### src/rtl/uart_pkg.sv
// uart_pkg: shared types and helpers for the serial console receiver.
//   uart_state_e   - receiver FSM states
//   ASCII_LF       - line terminator reported through line_done
//   clks_per_bit() - clock cycles per serial bit (integer division)
//   even_parity()  - XOR reduction of a data byte
package uart_pkg;

  typedef enum logic [2:0] {
    IDLE   = 3'd0,
    START  = 3'd1,
    DATA   = 3'd2,
    PARITY = 3'd3,
    STOP   = 3'd4,
    BREAK  = 3'd5
  } uart_state_e;

  localparam logic [7:0] ASCII_LF = 8'h0A;

  function automatic int clks_per_bit(input int freq, input int baud);
    return freq / baud;
  endfunction

  function automatic logic even_parity(input logic [7:0] b);
    return ^b;
  endfunction

endpackage

### src/rtl/uart_rx_sync.sv
// uart_rx_sync: two-flop synchronizer for the asynchronous rx line.
// Ports:
//   clk_in - system clock
//   reset  - synchronous active-high reset (flops reset to 1 = line idle)
//   d_in   - asynchronous input
//   d_out  - synchronized output
module uart_rx_sync (
  input  logic clk_in,
  input  logic reset,
  input  logic d_in,
  output logic d_out
);

  logic [1:0] sync_d;
  logic [1:0] sync_q;

  // Shift the raw line through the two-stage chain.
  always_comb begin
    sync_d = {sync_q[0], d_in};
  end

  // Synchronizer flops; reset to the idle-high line level.
  always_ff @(posedge clk_in) begin
    if (reset) begin
      sync_q <= 2'b11;
    end else begin
      sync_q <= sync_d;
    end
  end

  assign d_out = sync_q[1];

endmodule

### src/rtl/uart_rx.sv
// uart_rx: 8N1 (optional even parity) serial receiver / console monitor.
// Ports:
//   clk_in     - system clock
//   reset      - synchronous active-high reset
//   rx         - asynchronous serial line, idle high
//   rx_en      - receive enable; dropping it mid-frame aborts the frame
//   data       - last received byte, held until the next word_done
//   word_done  - one-cycle strobe, data and status valid
//   parity_err - even-parity mismatch on the reported byte
//   frame_err  - stop bit sampled low on the reported byte
//   line_done  - one-cycle strobe with word_done when data is LF
//   byte_count - bytes reported since reset, wrapping
module uart_rx
  import uart_pkg::*;
#(
  parameter int CLK_FREQ_HZ = 8000000,
  parameter int BAUD_RATE   = 38400,
  parameter bit PARITY_EN   = 1'b0
) (
  input  logic        clk_in,
  input  logic        reset,
  input  logic        rx,
  input  logic        rx_en,
  output logic [7:0]  data,
  output logic        word_done,
  output logic        parity_err,
  output logic        frame_err,
  output logic        line_done,
  output logic [15:0] byte_count
);

  localparam int CLKS_PER_BIT = clks_per_bit(CLK_FREQ_HZ, BAUD_RATE);
  localparam int HALF         = CLKS_PER_BIT / 2;
  localparam int CNT_W        = $clog2(CLKS_PER_BIT);
  localparam logic [CNT_W-1:0] CNT_LAST = CNT_W'(CLKS_PER_BIT - 1);
  localparam logic [CNT_W-1:0] CNT_HALF = CNT_W'(HALF - 1);

  logic              rx_s;
  uart_state_e       state_q, state_d;
  logic [CNT_W-1:0]  cnt_q, cnt_d;
  logic [2:0]        bit_idx_q, bit_idx_d;
  logic [7:0]        shift_q, shift_d;
  logic              par_bad_q, par_bad_d;
  logic [7:0]        data_q, data_d;
  logic              word_done_q, word_done_d;
  logic              parity_err_q, parity_err_d;
  logic              frame_err_q, frame_err_d;
  logic              line_done_q, line_done_d;
  logic [15:0]       byte_count_q, byte_count_d;
  logic              mid_bit_s;
  logic              frame_done_s;

  uart_rx_sync u_sync (
    .clk_in (clk_in),
    .reset  (reset),
    .d_in   (rx),
    .d_out  (rx_s)
  );

  // After the start bit is centred, every full bit period lands mid-bit.
  assign mid_bit_s    = (cnt_q == CNT_LAST);
  assign frame_done_s = (state_q == STOP) && mid_bit_s && rx_en;

  // State and datapath registers.
  always_ff @(posedge clk_in) begin
    if (reset) begin
      state_q      <= IDLE;
      cnt_q        <= '0;
      bit_idx_q    <= 3'd0;
      shift_q      <= 8'h00;
      par_bad_q    <= 1'b0;
      data_q       <= 8'h00;
      word_done_q  <= 1'b0;
      parity_err_q <= 1'b0;
      frame_err_q  <= 1'b0;
      line_done_q  <= 1'b0;
      byte_count_q <= 16'h0000;
    end else begin
      state_q      <= state_d;
      cnt_q        <= cnt_d;
      bit_idx_q    <= bit_idx_d;
      shift_q      <= shift_d;
      par_bad_q    <= par_bad_d;
      data_q       <= data_d;
      word_done_q  <= word_done_d;
      parity_err_q <= parity_err_d;
      frame_err_q  <= frame_err_d;
      line_done_q  <= line_done_d;
      byte_count_q <= byte_count_d;
    end
  end

  // Next-state, bit timing and shift register.
  always_comb begin
    state_d   = state_q;
    cnt_d     = cnt_q + CNT_W'(1);
    bit_idx_d = bit_idx_q;
    shift_d   = shift_q;
    par_bad_d = par_bad_q;
    if (!rx_en && (state_q != IDLE)) begin
      state_d = IDLE;
      cnt_d   = '0;
    end else begin
      case (state_q)
        IDLE: begin
          cnt_d = '0;
          if (rx_en && !rx_s) begin
            state_d = START;
          end else begin
            state_d = IDLE;
          end
        end
        START: begin
          // Re-check the line half a bit in; a high level means a glitch.
          if (cnt_q == CNT_HALF) begin
            cnt_d     = '0;
            bit_idx_d = 3'd0;
            par_bad_d = 1'b0;
            state_d   = rx_s ? IDLE : DATA;
          end else begin
            state_d = START;
          end
        end
        DATA: begin
          if (mid_bit_s) begin
            cnt_d   = '0;
            shift_d = {rx_s, shift_q[7:1]};
            if (bit_idx_q == 3'd7) begin
              state_d = PARITY_EN ? PARITY : STOP;
            end else begin
              bit_idx_d = bit_idx_q + 3'd1;
            end
          end else begin
            state_d = DATA;
          end
        end
        PARITY: begin
          if (mid_bit_s) begin
            cnt_d     = '0;
            par_bad_d = rx_s ^ even_parity(shift_q);
            state_d   = STOP;
          end else begin
            state_d = PARITY;
          end
        end
        STOP: begin
          // A low stop bit parks the FSM until the line returns high.
          if (mid_bit_s) begin
            cnt_d   = '0;
            state_d = rx_s ? IDLE : BREAK;
          end else begin
            state_d = STOP;
          end
        end
        BREAK: begin
          cnt_d = '0;
          if (rx_s) begin
            state_d = IDLE;
          end else begin
            state_d = BREAK;
          end
        end
        default: begin
          cnt_d   = '0;
          state_d = IDLE;
        end
      endcase
    end
  end

  // Registered outputs: strobes and status are live for one cycle only.
  always_comb begin
    data_d       = data_q;
    byte_count_d = byte_count_q;
    word_done_d  = 1'b0;
    parity_err_d = 1'b0;
    frame_err_d  = 1'b0;
    line_done_d  = 1'b0;
    if (frame_done_s) begin
      word_done_d  = 1'b1;
      data_d       = shift_q;
      parity_err_d = PARITY_EN & par_bad_q;
      frame_err_d  = ~rx_s;
      line_done_d  = (shift_q == ASCII_LF);
      byte_count_d = byte_count_q + 16'd1;
    end else begin
      word_done_d = 1'b0;
    end
  end

  assign data       = data_q;
  assign word_done  = word_done_q;
  assign parity_err = parity_err_q;
  assign frame_err  = frame_err_q;
  assign line_done  = line_done_q;
  assign byte_count = byte_count_q;

endmodule

### config.mk
export PLATFORM = sky130hd
export DESIGN_NAME = uart_rx
export DESIGN_NICKNAME = d
export VERILOG_FILES = /design/src/rtl/uart_pkg.sv /design/src/rtl/uart_rx_sync.sv /design/src/rtl/uart_rx.sv
export SDC_FILE = /design/constraint.sdc
export NUM_CORES = 1
export LEC_CHECK = 0
export CORE_ASPECT_RATIO = 1.2
export CORE_MARGIN = 4
export CORE_UTILIZATION = 28
export DETAILED_ROUTE_END_ITERATION = 10
export GPL_TIMING_DRIVEN = 0
export MAX_ROUTING_LAYER = met4
export PLACE_DENSITY = 0.47
export SYNTH_ARGS = -nofsm -noshare
export SYNTH_HDL_FRONTEND = slang
export SYNTH_HIERARCHICAL = 1
export SYNTH_SLANG_ARGS = --single-unit
### constraint.sdc
create_clock -name clk_in -period 2.7 [get_ports clk_in]
set_input_delay 0.405 -clock clk_in [delete_from_list [all_inputs] [get_ports clk_in]]
set_output_delay 0.405 -clock clk_in [all_outputs]
set_load 0.01 [all_outputs]
After elaboration in Yosys (flattened, before gate mapping)
Index checks and enable logic that the tools add are counted.

Logic and storage cells: 60. ROM bits: 0. Output and inout port bits: 28. Bits of input ports: 4. Memories: 0. RAM bits: 0. Flip-flop bits (word level): 51. Latch bits: 0.

Bitwise gates (word level): 3. Eq/ne operators: 13. Add/subtract/negate cells: 3. $mul: 0. Shifts and indexed selects: 0. Multiplexer cells: 17. Divide/modulo/power cells: 0. Order comparisons: 0. Reductions and logical operators: 14.

Operators with widths (number): two-way mux 3 bit (8); one-hot mux 3 bit (6 select lines) (1); adder 16 x 1 -> 16 bit (second input constant) (1); two-way mux 8 bit (2); one-hot mux 8 bit (2 select lines) (1); equality test 3 bit (second input constant) (3); adder 8 x 1 -> 8 bit (second input constant) (1); equality test 8 x 4 -> 1 bit (second input constant) (1); equality test 8 x 7 -> 1 bit (second input constant) (1); equality test 8 bit (second input constant) (1); equality test 3 x 2 -> 1 bit (second input constant) (2); != test 2 bit (second input constant) (3); one-hot mux 3 bit (2 select lines) (1); AND reduction 5 bit (1); logical AND 1 bit (4); two-way mux 2 bit (2); OR reduction 2 bit (2); adder 3 x 1 -> 3 bit (second input constant) (1); equality test 3 x 1 -> 1 bit (second input constant) (1); zero test 3 bit (1); != test 3 bit (second input constant) (1); NOT 1 bit (3); AND reduction 3 bit (1); nonzero test 3 bit (1); 4 further kinds (6).

Logic depth before layout (Yosys ltp)
Depth in word-level cells: 5. Mapped depth: 8. Depth with buffers taken out: 5.

Hierarchy
The synthesis kept the hierarchy.

By module, submodules not included: uart_rx (area each 2293.4 um^2, seq. area each 980.9 um^2, cells an instance 252, instances 1); uart_rx_sync (area each 52.6 um^2, seq. area each 40.0 um^2, cells an instance 4, instances 1).

Least setup slack after synthesis
OpenSTA, ideal clock, no wires.

Path type: flip-flop to flip-flop. Start: reg cnt_q[0]. End: reg byte_count_q[11] (netlist: byte_count[11]). Stages on the path, launching flop included: 8. Period minus slack after synthesis: 1870 ps. Setup time: 121 ps. Buffers on the path: 2. Path slack: 830 ps. Data arrival time: 1749 ps. Required time: 2579 ps. Cells stage by stage: dfxtp_1 ha_1 and3_1 buf_2 nand4_2 buf_6 nor4_1 mux2_2.

Word-level cells in the longest chain between the ends: 3.

RTL lines: start: declaration (RTL line uart_rx.sv:40) `logic [CNT_W-1:0] cnt_q, cnt_d;`; start signal: assignment (RTL line uart_rx.sv:80) `cnt_q <= cnt_d;`; equality test 8 bit (RTL line uart_rx.sv:61) `assign mid_bit_s = (cnt_q == CNT_LAST);`; logical AND 1 bit (2 in series) (RTL line uart_rx.sv:62) `assign frame_done_s = (state_q == STOP) && mid_bit_s && rx_en;`; end signal: assignment (RTL line uart_rx.sv:89) `byte_count_q <= byte_count_d;`; end: declaration (RTL line uart_rx.sv:49) `logic [15:0] byte_count_q, byte_count_d;`.

No other way between the ends. A chain may end at the register's enable or synchronous reset.

Worst setup path in the final report
Start: reg cnt_q[0]. End: reg byte_count_q[9] (netlist: byte_count[9]).

Same word-level chain as after synthesis.

==> summary.md <==
| Metric | Value |
|---|---|
| Status | finished, final reports clean |
| Finished Cell Area | 2880 µm² |
| Syn_nets | 264 |
| Cells after synthesis | 256 |
| Worst Path Class, Setup | flip-flop to flip-flop |
| Port Buffers | 30 |
| Hold EP | u_sync/sync_q[1]$_SDFF_PP1_ |
| Post-synthesis register bit count | 51 |
| Post-CTS sizing | 0 |
| Static Leak | 1.11 nW |
| Fraction of layout cells with a size suffix above 1 | 0.0952 |
| Worst skew pair latency | 0.31 ns |
| Longest Clk Path Bufs | 2 |
| Via count | 1964 |
| Top cells by count, synth | dfxtp_1 (51), nor2_1 (33), mux2i_1 (20), nand2_1 (15), a21oi_1 (11) |
| Depth of the most critical reg-to-reg path | 7 |
| CTS tree | built |
| Final setup vio count | 0 |
| Initial Util | 0.288 |
| Vias in the first global route | 1913 |
| Vias/cell | 4.81 |
| Power Dens Cells | 436 nW/µm² |
| Total negative slack | 0 ns |
| Remaining Overflow, GRT | 0 |
| Prevailing post-synth register cell | dfxtp_1 |
| DR pass1 iterations | 4 |
| Synthesized area | 2350 µm² |
| Post-DP Area | 2790 µm² |
| RSZ-0062 raised after global routing | false |
| Worst reg2reg path endpoint | byte_count[9]$_SDFFE_PP0P_ |
| Maximum vdd ir drop | 0.199 mV |
| Final Skew | 0.00653 ns |
| Hold path depth | 1 |
| Crit path launch type | flip-flop |
| Largest net degree at the start of global routing | 18 |
| Nets | 301 |
| I/O Pins | 32 |
| Die Wd | 91.6 µm |
| Async set or reset register ratio after synthesis | 0 |
| HPWL after DPL | 3.94 mm |
| CORE AREA | 8150 µm² |
| H-tree lvl count | 2 |
| Minimum clock period | 2.16 ns |
| Avg WL per Cell | 13.5 µm |
| Total track usage | 0.122 |
| Hold_sp | u_sync/sync_q[0]$_SDFF_PP1_ |
| Number of antenna repair diodes | 0 |
| CTS Buf Count | 5 |
| WP data arrival | 2.36 ns |
| GPL Wtd Cong | 0.850 |
| Crit path capture type | flip-flop |
| Initial DRC Count | 52 |
| Mean Syn Cell Area | 9.16 µm² |
| CTS Root Cell | clkbuf_8 |
| Area contributors post-synth | dfxtp_1 (44%), mux2i_1 (8.5%), nor2_1 (5.3%) |
| Max Cap Viol | 0 |
| Slew Limit Fails | 0 |
| Synth top area share | 0.435 |
| Setup Buffers After CTS | 0 |
| Worst Path Required | 2.91 ns |
| Register area share after synthesis | 0.435 |
| DRC Markers | 0 |
| Initial antenna violation count | 0 |
| Relative slew slack | 0.649 |
| Die area | 9910 µm² |
| Most frequent cell after synthesis | dfxtp_1 |
| Area Overhead vs Synth | 22.8% |
| Number of placement rows | 36 |
| Cell taking the most area after synthesis | dfxtp_1 |
| R2R Setup Slk | 0.54 ns |
| Final ANT Viol Nets | 0 |
| Final hold vios | 0 |
| Worst R2R Start | cnt_q[0]$_SDFF_PP0_ |
| Pin slew with the least headroom to its limit | 0.526 ns |
| Sink Count | 51 |
| Synth cell types | 45 |
| Final Util | 0.353 |
| # fillers | 874 |
| Die height | 108 µm |
| First-pass GRT wire length | 9.56 mm |
| Syn. warnings | 6 |
| Number of enable flip-flop cells after synthesis | 0 |
| Clock-pin slew on the worst setup and hold paths | 0.10 ns |
| Final period util | 0.799 |
| Fmax | 464 MHz |
| Final wirelength | 5.52 mm |
| # hold bufs at CTS | 0 |
| Crit path max fanout | 10 |
| Min-delay worst type | flip-flop to flip-flop |
-- state kept, by name, summed over array words and instances, names as in the netlist --
signal	cells
bit_idx_q	3
byte_count	16
cnt_q	8
data	8
frame_err	1
line_done	1
shift_q	8
state_q	3
u_sync/sync_q	2
word_done	1
-- cell type report --
| class | count | area, µm² | area share |
|---|---|---|---|
| multi-input combinational | 184 | 1210 | 0.422 |
| sequential | 51 | 1020 | 0.354 |
| timing repair buffer | 30 | 300 | 0.104 |
| tap | 114 | 143 | 0.0495 |
| buffer | 14 | 83.8 | 0.0291 |
| clock buffer | 5 | 68.8 | 0.0239 |
| inverter | 7 | 26.3 | 0.00912 |
| clock inverter | 3 | 23.8 | 0.00825 |
-- cell families after synthesis --
| group | synth area share |
|---|---|
| flip-flops | 0.435 |
| multiplexers | 0.109 |
| AO/OA/AOI/OAI | 0.0912 |
| adder cells (fa/ha/maj) | 0.0213 |
| buffers and inverters | 0.0469 |
| AND/OR/NAND/NOR | 0.268 |
| other | 0.00160 |
| XOR/XNOR | 0.0261 |
-- critical path, stage by stage (launching register included) --
cell	delay, ns
dfxtp_1	0.37
ha_1	0.24
and3_1	0.17
buf_2	0.19
nand4_2	0.15
buf_6	0.17
nor4_1	0.38
mux2_2	0.38
-- through the flow --
| stage | instances | hold slack [ns] | power, mW | setup slack, ns |
|---|---|---|---|---|
| after CTS | 408 | 0.428 | 1.28 | 0.534 |
| after detailed placement | 400 | 0.403 | 0.810 | 0.281 |
| after global routing | 408 | 0.434 | 1.31 | 0.294 |
| after global placement | 400 | 0.408 | 0.810 | 0.235 |
| final | 408 | 0.424 | 1.26 | 0.543 |
| after floorplan | 256 | 0.383 | 0.795 | 0.830 |
-- report_power, final --
group / internal [mW] / switching (mW)
registers: 0.754 / 0.00147
clock network: 0.186 / 0.278
logic: 0.0136 / 0.0234
-- routing by layer --
layer | GRT usage | share of wire
met1 | 0.157 | 0.48
met2 | 0.194 | 0.48
met5 | - | 0
met4 | 0.0442 | 0.015
met3 | 0.0195 | 0.027
-- placed cells by master (no fill, tap or decap), types with 3 or more instances in the layout --
cell             Yosys  final
dfxtp_1             51     51
nor2_1              33     33
clkdlybuf4s50_1      0     30
mux2i_1             20     20
nand2_1             15     15
a21oi_1             11     11
nand3_1              9      9
inv_1                7      7
nor2b_1              7      7
or4_1                7      7
clkbuf_1             6      6
and3_1               6      6
nor4_1               6      6
or3_1                6      6
nor3_1               5      5
mux2_2               5      5
nand4_1              5      5
o31ai_1              5      5
clkbuf_8             0      5
buf_2                4      4
xnor2_1              4      4
ha_1                 4      4
buf_6                3      3
o21ai_0              3      3
xor2_1               3      3
-- how the worst max path moves through the flow --
stage	startpoint	end	slack (ns)	cells after the start
detailed placement	rx_en	byte_count[9]$_SDFFE_PP0P_	0.28	6
finish	cnt_q[0]$_SDFF_PP0_	byte_count[9]$_SDFFE_PP0P_	0.54	7
global placement	rx_en	byte_count[9]$_SDFFE_PP0P_	0.24	6
CTS	cnt_q[0]$_SDFF_PP0_	byte_count[9]$_SDFFE_PP0P_	0.53	7
floorplan	cnt_q[0]$_SDFF_PP0_	byte_count[11]$_SDFFE_PP0P_	0.83	7
global route	cnt_q[0]$_SDFF_PP0_	byte_count[8]$_SDFFE_PP0P_	0.29	8
(Power assumes the default switching activity.)
